[config.mk]
export PLATFORM = sky130hd
export DESIGN_NAME = ad9866_spi_ctrl_flat
export DESIGN_NICKNAME = d
export VERILOG_FILES = /design/src/rtl/ad9866_pkg.sv /design/src/rtl/ad9866_spi_ctrl_if.sv /design/src/rtl/ad9866_spi_ctrl_spi_shift16.sv /design/src/rtl/ad9866_spi_ctrl.sv /design/src/flat_wrapper.sv
export SDC_FILE = /design/constraint.sdc
export NUM_CORES = 1
export LEC_CHECK = 0
export CELL_PAD_IN_SITES_DETAIL_PLACEMENT = 0
export CELL_PAD_IN_SITES_GLOBAL_PLACEMENT = 2
export CORE_UTILIZATION = 28
export DETAILED_ROUTE_END_ITERATION = 7
export DONT_BUFFER_PORTS = 1
export PLACE_DENSITY = 0.65
export REMOVE_ABC_BUFFERS = 1
export SLEW_MARGIN = 10
export SYNTH_ARGS = -nofsm -noshare
export SYNTH_HDL_FRONTEND = slang
export SYNTH_SLANG_ARGS = --single-unit
[constraint.sdc]
create_clock -name clk -period 2.15 [get_ports clk]
set_input_delay 0.43 -clock clk [delete_from_list [all_inputs] [get_ports clk]]
set_output_delay 0.43 -clock clk [all_outputs]
set_load 0.05 [all_outputs]
[src/rtl/ad9866_pkg.sv]
// rtl/ad9866_pkg.sv - AD9866 control-port constants, init table, FSM states and frame builder
package ad9866_pkg;

  localparam int INIT_LEN = 8;

  localparam int FRAME_RW_BIT    = 15;
  localparam int FRAME_LEN_HI    = 14;
  localparam int FRAME_LEN_LO    = 13;
  localparam int FRAME_ADDR_HI   = 12;
  localparam int FRAME_ADDR_LO   = 8;
  localparam logic [1:0] FRAME_LEN_1BYTE = 2'b00;

  // {addr[4:0], data[7:0]} written once after the codec leaves reset
  localparam logic [0:INIT_LEN-1][12:0] INIT_TABLE = {
    13'h0080, 13'h0436, 13'h0540, 13'h0600,
    13'h0721, 13'h084B, 13'h0E81, 13'h1084
  };

  typedef enum logic [2:0] {
    ST_RST_HOLD,
    ST_RST_WAIT,
    ST_INIT,
    ST_IDLE,
    ST_SHIFT,
    ST_GAP
  } state_t;

  function automatic logic [15:0] make_frame(input logic rw, input logic [4:0] addr,
                                             input logic [7:0] data);
    logic [15:0] f;
    f = '0;
    f[FRAME_RW_BIT] = rw;
    f[FRAME_LEN_HI:FRAME_LEN_LO] = FRAME_LEN_1BYTE;
    f[FRAME_ADDR_HI:FRAME_ADDR_LO] = addr;
    f[7:0] = data;
    return f;
  endfunction

endpackage

[src/rtl/ad9866_spi_ctrl_if.sv]
// rtl/ad9866_spi_ctrl_if.sv - host/gain request ports and readback of the AD9866 controller
interface ad9866_spi_ctrl_if;
  logic       h_valid;
  logic       h_ready;
  logic       h_rw;
  logic [4:0] h_addr;
  logic [7:0] h_wdata;
  logic       g_valid;
  logic       g_ready;
  logic [4:0] g_addr;
  logic [7:0] g_wdata;
  logic [7:0] rdata;
  logic       rdata_valid;

  modport master (
    output h_valid, h_rw, h_addr, h_wdata, g_valid, g_addr, g_wdata,
    input  h_ready, g_ready, rdata, rdata_valid
  );

  modport slave (
    input  h_valid, h_rw, h_addr, h_wdata, g_valid, g_addr, g_wdata,
    output h_ready, g_ready, rdata, rdata_valid
  );
endinterface

[src/rtl/ad9866_spi_ctrl_spi_shift16.sv]
// rtl/ad9866_spi_ctrl_spi_shift16.sv - 16-bit SPI frame serializer with sdo capture
module spi_shift16 #(
  parameter int CLK_DIV = 4
) (
  input  logic        clk,
  input  logic        rst,
  input  logic        start,
  input  logic [15:0] tx_data,
  output logic        done,
  output logic [7:0]  rx_data,
  output logic        sclk,
  output logic        sdio,
  output logic        sen_n,
  input  logic        sdo
);

  localparam int DIV_W = $clog2(CLK_DIV);
  localparam logic [DIV_W-1:0] DIV_LAST = DIV_W'(CLK_DIV - 1);

  // half 0 is the setup half before the first rise, odd halves are SCLK high, half 32 is the tail
  logic             active;
  logic [5:0]       half;
  logic [DIV_W-1:0] div;
  logic [15:0]      tx_sr;
  logic [7:0]       rx_sr;

  always_ff @(posedge clk) begin
    if (rst) begin
      active <= 1'b0;
      half   <= '0;
      div    <= '0;
      tx_sr  <= '0;
      rx_sr  <= '0;
      done   <= 1'b0;
    end else begin
      done <= 1'b0;
      if (!active) begin
        if (start) begin
          active <= 1'b1;
          half   <= '0;
          div    <= '0;
          tx_sr  <= tx_data;
        end
      end else begin
        if (half[0] && div == '0)
          rx_sr <= {rx_sr[6:0], sdo};
        if (div == DIV_LAST) begin
          div <= '0;
          if (half[0])
            tx_sr <= {tx_sr[14:0], 1'b0};
          if (half == 6'd32) begin
            active <= 1'b0;
            done   <= 1'b1;
          end else begin
            half <= half + 6'd1;
          end
        end else begin
          div <= div + 1'b1;
        end
      end
    end
  end

  assign sclk    = active & half[0];
  assign sdio    = active & tx_sr[15];
  assign sen_n   = ~active;
  assign rx_data = rx_sr;

endmodule

[src/rtl/ad9866_spi_ctrl.sv]
// rtl/ad9866_spi_ctrl.sv - AD9866 reset/init sequencer and host/gain SPI access arbiter
module ad9866_spi_ctrl
  import ad9866_pkg::*;
#(
  parameter int CLK_DIV     = 4,
  parameter int RST_CYCLES  = 1024,
  parameter int WAIT_CYCLES = 4096
) (
  input  logic                    clk,
  input  logic                    rst,
  ad9866_spi_ctrl_if.slave        bus,
  output logic                    init_done,
  output logic                    busy,
  output logic                    ad9866_rst_n,
  output logic                    ad9866_sclk,
  output logic                    ad9866_sdio,
  input  logic                    ad9866_sdo,
  output logic                    ad9866_sen_n
);

  localparam int CNT_A   = (RST_CYCLES > WAIT_CYCLES) ? RST_CYCLES : WAIT_CYCLES;
  localparam int CNT_MAX = (CNT_A > 2 * CLK_DIV) ? CNT_A : 2 * CLK_DIV;
  localparam int CNT_W   = $clog2(CNT_MAX + 1);
  localparam int IDX_W   = $clog2(INIT_LEN);

  state_t             state, state_nx;
  logic [CNT_W-1:0]   cnt;
  logic [IDX_W-1:0]   init_idx;
  logic               prefer_g;
  logic               cur_rw;
  logic               start;
  logic [15:0]        tx_frame;
  logic               grant_h, grant_g;
  logic               spi_done;
  logic [7:0]         spi_rx;

  always_comb begin
    state_nx = state;
    start    = 1'b0;
    tx_frame = '0;
    grant_h  = 1'b0;
    grant_g  = 1'b0;
    case (state)
      ST_RST_HOLD: if (cnt == CNT_W'(RST_CYCLES - 1)) state_nx = ST_RST_WAIT;
      // one cycle of the wait is spent in INIT so the first frame starts exactly WAIT_CYCLES later
      ST_RST_WAIT: if (cnt == CNT_W'(WAIT_CYCLES - 2)) state_nx = ST_INIT;
      ST_INIT: begin
        start    = 1'b1;
        tx_frame = make_frame(1'b0, INIT_TABLE[init_idx][12:8], INIT_TABLE[init_idx][7:0]);
        state_nx = ST_SHIFT;
      end
      ST_IDLE: begin
        grant_g = bus.g_valid && (!bus.h_valid || prefer_g);
        grant_h = bus.h_valid && !grant_g;
        if (grant_g) begin
          start    = 1'b1;
          tx_frame = make_frame(1'b0, bus.g_addr, bus.g_wdata);
          state_nx = ST_SHIFT;
        end else if (grant_h) begin
          start    = 1'b1;
          tx_frame = make_frame(bus.h_rw, bus.h_addr, bus.h_rw ? 8'h00 : bus.h_wdata);
          state_nx = ST_SHIFT;
        end
      end
      ST_SHIFT: if (spi_done) state_nx = ST_GAP;
      ST_GAP: begin
        if (cnt == CNT_W'(2 * CLK_DIV - 1)) begin
          if (!init_done && init_idx != IDX_W'(INIT_LEN - 1)) state_nx = ST_INIT;
          else state_nx = ST_IDLE;
        end
      end
      default: state_nx = ST_RST_HOLD;
    endcase
  end

  always_ff @(posedge clk) begin
    if (rst) begin
      state           <= ST_RST_HOLD;
      cnt             <= '0;
      init_idx        <= '0;
      init_done       <= 1'b0;
      prefer_g        <= 1'b1;
      cur_rw          <= 1'b0;
      bus.rdata       <= '0;
      bus.rdata_valid <= 1'b0;
    end else begin
      state <= state_nx;
      cnt   <= (state_nx != state) ? '0 : cnt + 1'b1;
      if (state == ST_GAP && state_nx == ST_INIT) init_idx <= init_idx + 1'b1;
      if (state == ST_GAP && state_nx == ST_IDLE) init_done <= 1'b1;
      if (grant_g) prefer_g <= 1'b0;
      if (grant_h) prefer_g <= 1'b1;
      if (start) cur_rw <= tx_frame[FRAME_RW_BIT];
      bus.rdata_valid <= spi_done && cur_rw;
      if (spi_done && cur_rw) bus.rdata <= spi_rx;
    end
  end

  assign bus.h_ready  = grant_h;
  assign bus.g_ready  = grant_g;
  assign busy         = (state != ST_IDLE);
  assign ad9866_rst_n = (state != ST_RST_HOLD);

  spi_shift16 #(.CLK_DIV(CLK_DIV)) u_shift (
    .clk     (clk),
    .rst     (rst),
    .start   (start),
    .tx_data (tx_frame),
    .done    (spi_done),
    .rx_data (spi_rx),
    .sclk    (ad9866_sclk),
    .sdio    (ad9866_sdio),
    .sen_n   (ad9866_sen_n),
    .sdo     (ad9866_sdo)
  );

endmodule

[src/flat_wrapper.sv]
// flat-port wrapper written by rule: the top's interface ports become plain ports
module ad9866_spi_ctrl_flat import ad9866_pkg::*;
#(
  parameter int CLK_DIV     = 4,
  parameter int RST_CYCLES  = 1024,
  parameter int WAIT_CYCLES = 4096
)
  (clk, rst, init_done, busy, ad9866_rst_n, ad9866_sclk, ad9866_sdio, ad9866_sdo, ad9866_sen_n, bus_h_valid, bus_h_rw, bus_h_addr, bus_h_wdata, bus_g_valid, bus_g_addr, bus_g_wdata, bus_h_ready, bus_g_ready, bus_rdata, bus_rdata_valid);
  ad9866_spi_ctrl_if bus_i ();
  input  logic clk;
  input  logic rst;
  output logic init_done;
  output logic busy;
  output logic ad9866_rst_n;
  output logic ad9866_sclk;
  output logic ad9866_sdio;
  input  logic ad9866_sdo;
  output logic ad9866_sen_n;
  input wire logic [$bits(bus_i.h_valid)-1:0] bus_h_valid;
  input wire logic [$bits(bus_i.h_rw)-1:0] bus_h_rw;
  input wire logic [$bits(bus_i.h_addr)-1:0] bus_h_addr;
  input wire logic [$bits(bus_i.h_wdata)-1:0] bus_h_wdata;
  input wire logic [$bits(bus_i.g_valid)-1:0] bus_g_valid;
  input wire logic [$bits(bus_i.g_addr)-1:0] bus_g_addr;
  input wire logic [$bits(bus_i.g_wdata)-1:0] bus_g_wdata;
  output wire logic [$bits(bus_i.h_ready)-1:0] bus_h_ready;
  output wire logic [$bits(bus_i.g_ready)-1:0] bus_g_ready;
  output wire logic [$bits(bus_i.rdata)-1:0] bus_rdata;
  output wire logic [$bits(bus_i.rdata_valid)-1:0] bus_rdata_valid;
  assign bus_i.h_valid = bus_h_valid;
  assign bus_i.h_rw = bus_h_rw;
  assign bus_i.h_addr = bus_h_addr;
  assign bus_i.h_wdata = bus_h_wdata;
  assign bus_i.g_valid = bus_g_valid;
  assign bus_i.g_addr = bus_g_addr;
  assign bus_i.g_wdata = bus_g_wdata;
  assign bus_h_ready = bus_i.h_ready;
  assign bus_g_ready = bus_i.g_ready;
  assign bus_rdata = bus_i.rdata;
  assign bus_rdata_valid = bus_i.rdata_valid;
  ad9866_spi_ctrl #(.CLK_DIV(CLK_DIV), .RST_CYCLES(RST_CYCLES), .WAIT_CYCLES(WAIT_CYCLES)) u_core (.clk(clk), .rst(rst), .bus(bus_i), .init_done(init_done), .busy(busy), .ad9866_rst_n(ad9866_rst_n), .ad9866_sclk(ad9866_sclk), .ad9866_sdio(ad9866_sdio), .ad9866_sdo(ad9866_sdo), .ad9866_sen_n(ad9866_sen_n));
endmodule
==> flow_summary.json <==
{
  "outcome": "finished, violations left",
  "failed_checks": "negative setup slack",
  "antenna_found_initial": 0,
  "clockPowerShare_pct": 55.4,
  "first_global_vias": 2827,
  "ctsHtreeMaxLevel": 3,
  "dp_hpwl_um": 6170,
  "p_seq_share_pct": 43.1,
  "min_period_ns": 2.20,
  "cts_sinks": 65,
  "power.leakage_nw": 1.51,
  "grt_use_total_pct": 15.7,
  "p_int_w": 0.00224,
  "fill_cells": 1207,
  "power_frac_comb_pct": 1.5,
  "cap_violations": 0,
  "cts_tree": "done",
  "switching_share_pct": 20.4,
  "syn_to_final_growth_pct": 26.0,
  "crit_fanout": 3,
  "io_buffers": 0,
  "tightest_slew_ns": 0.516,
  "rrSetupSlack_ns": -0.05,
  "dieArea_um2": 12100,
  "netlist_area_um2": 3270,
  "synth-seq-cells": 65,
  "startpoint_type": "flip-flop",
  "grt-ovfl-total": 0,
  "synth_edf_count": 0,
  "min-delay-start": "rst",
  "initial_core_util_pct": 28.7,
  "final_common_cell": "dfxtp_1",
  "fin_area_um2": 4120,
  "top_usage_layer": "met2",
  "finalSetupViolations": 2,
  "grtUsageMet2_pct": 24.8,
  "crit-reg2reg-launch": "u_core.cnt[0]",
  "critPathLaunch": "u_core.cnt[0]",
  "drive_above_1_share_pct": 20.9,
  "postPlaceCellArea_um2": 3710,
  "clk_latency_ns": 0.33,
  "viasPerCell": 5.10,
  "crit_arrival_ns": 2.42,
  "endpoint_kind": "flip-flop",
  "via_count": 2900,
  "cts_made_buffers": 9,
  "seq_area_frac_synth_pct": 39.8,
  "cts_hold_buf": 0,
  "grt_pass1_wl_um": 14300,
  "num_rows": 39,
  "gp_congestion": 0.784,
  "drcViolationCount": 0,
  "tns_ns": -0.0895,
  "die-width_um": 110,
  "slew_headroom_pct": 65.6,
  "synth_ff_type": "dfxtp_1",
  "async_flop_share_pct": 0,
  "clkSlewWorstSetupHoldPaths_ns": 0.06,
  "ioPinCount": 49,
  "antennaDiodeCount": 0,
  "final_cell_mix": "dfxtp_1 (61), buf_4 (47), nor2_1 (39), nand2_1 (36), a21oi_1 (27)",
  "grt_max_degree": 62,
  "fin_skew_ns": 0.00416,
  "grt_use_met3_pct": 5.06,
  "ir_worst_vdd_uv": 279,
  "finalNetCount": 465,
  "finalHoldViolCount": 0,
  "hold_path_class": "in -> reg",
  "die_y_um": 110,
  "crit_type": "reg -> reg",
  "syn_avg_cell_area_um2": 8.54,
  "use_met1_pct": 20.1,
  "powerDensity_nw_per_um2": 683,
  "ys_warn_count": 0,
  "cts-root-buf": "clkbuf_16",
  "netlist_top_cells_area": "dfxtp_1 (40%), mux2i_1 (4.9%), nor2_1 (4.7%)",
  "critPathRequiredTime_ns": 2.38,
  "finalWorstSetupSlack_ns": -0.0456,
  "syn_inst": 383,
  "fin_crit_sh_pct": 102,
  "power.switching_w": 0.000575,
  "fmax_mhz": 455,
  "slew_violations": 0,
  "final_antenna_net_count": 0,
  "core_area_um2": 11400,
  "synth_cell_types": 51,
  "rsz0062_at_grt": "yes",
  "first_pass_iters": 4,
  "dr.first_iter.drc_count": 130,
  "netlist.area_leader.share_pct": 39.8,
  "yosys.area.top_type": "dfxtp_1",
  "finalWirelength_um": 8850,
  "clockBufferDepth": 2,
  "routedWlPerCell_um": 15.6
}
path summary, 6_finish.rpt:
check | end | cells after the start
worst min-delay path | u_core.cnt[11] | 1
worst min register to register | u_core.u_shift.tx_sr[8] | 2
worst max register to register | u_core.init_idx[1] | 6
worst max-delay path | u_core.init_idx[1] | 6
cells in the mapped netlist (all sizes together), types with 2 or more instances:
| cell | instances |
|---|---|
| dfxtp | 65 |
| nor2 | 41 |
| nand2 | 36 |
| a21oi | 27 |
| clkbuf | 20 |
| nand3 | 19 |
| nor4 | 18 |
| mux2i | 16 |
| inv | 14 |
| ha | 12 |
| a221o | 10 |
| xnor2 | 9 |
| nand4 | 7 |
| o21ai | 7 |
| xor2 | 7 |
| nor3 | 6 |
| nor3b | 6 |
| a211oi | 5 |
| o211ai | 5 |
| a221oi | 4 |
| and3 | 4 |
| or2 | 4 |
| or3 | 4 |
| a22oi | 3 |
| buf | 3 |
| a211o | 2 |
| a21boi | 2 |
| a311oi | 2 |
| and2 | 2 |
| nand2b | 2 |
| nand3b | 2 |
| nor2b | 2 |
| nor4b | 2 |
| o31ai | 2 |
| or4b | 2 |
critical path: stages, from the launching register on:
cell and delay, ns:
dfxtp_2 0.35, ha_4 0.13, or4b_4 0.46, or4_4 0.55, nor4_4 0.33, mux2i_1 0.22, nor2_1 0.06
logic make-up after synthesis:
family          Yosys count  synth area share (%)
mux                      16                  4.89
compound gates           77                  16.6
simple gates            160                  25.5
flops                    65                  39.8
buf+inv                  37                  4.36
fa+ha+maj                12                  4.59
xor+xnor                 16                  4.28
power groups by stage:
stage	Combinational, W	Sequential [W]	Clock (W)
after CTS	0.0000395	0.00121	0.00160
after global routing	0.0000458	0.00121	0.00166
after floorplan	0.0000190	0.00124	0
after detailed placement	0.0000361	0.00124	0
final	0.0000415	0.00122	0.00156
after global placement	0.0000348	0.00124	0
final cells by class:
type,instances,area (µm²),share of cell area (%)
clock buffers,10,229,5.55
well taps,143,179,4.34
multi-input cells,281,1880,45.6
flip-flops and latches,65,1310,31.7
clock inverters,6,82.6,2.00
inverters,14,52.6,1.27
repair buffers,50,395,9.59
sequential cells by signal, indices dropped and copies added, names as in the netlist:
register	cells
u_core.prefer_g	1
u_core.cnt	13
u_core.bus.rdata	8
u_core.u_shift.active	1
u_core.u_shift.div	2
u_core.bus.rdata_valid	1
u_core.cur_rw	1
u_core.init_done	1
u_core.u_shift.tx_sr	16
u_core.u_shift.half	6
u_core.state	3
u_core.u_shift.rx_data	8
u_core.u_shift.done	1
u_core.init_idx	3
per-layer routing:
metal,share of wire (%),vias to the layer above
li1,-,1469
met4,1.1,0
met3,5.2,10
met5,0,-
met1,48,1381
met2,46,40
what timing repair did:
action | in CTS | in global routing
setup endpoints to repair | 5 | 19
buffers inserted | 5 | 1
resized for setup | 6 | 11
pin swaps | 4 | 6
gates cloned | 0 | 0
per-stage QoR:
stage | power [W] | utilization (%) | instances | hold WS (ns) | setup slack (ns)
global placement | 0.00127 | 32.5 | 547 | 0.436 | -0.0797
detailed placement | 0.00128 | 32.5 | 547 | 0.444 | -0.0993
CTS | 0.00286 | 35.7 | 568 | 0.154 | -0.0866
global route | 0.00292 | 36.1 | 569 | 0.149 | -0.141
floorplan | 0.00126 | - | 360 | 0.425 | -0.864
finish | 0.00282 | 36.1 | 569 | 0.168 | -0.0456
Note: power is estimated with default switching activity, not from simulation.
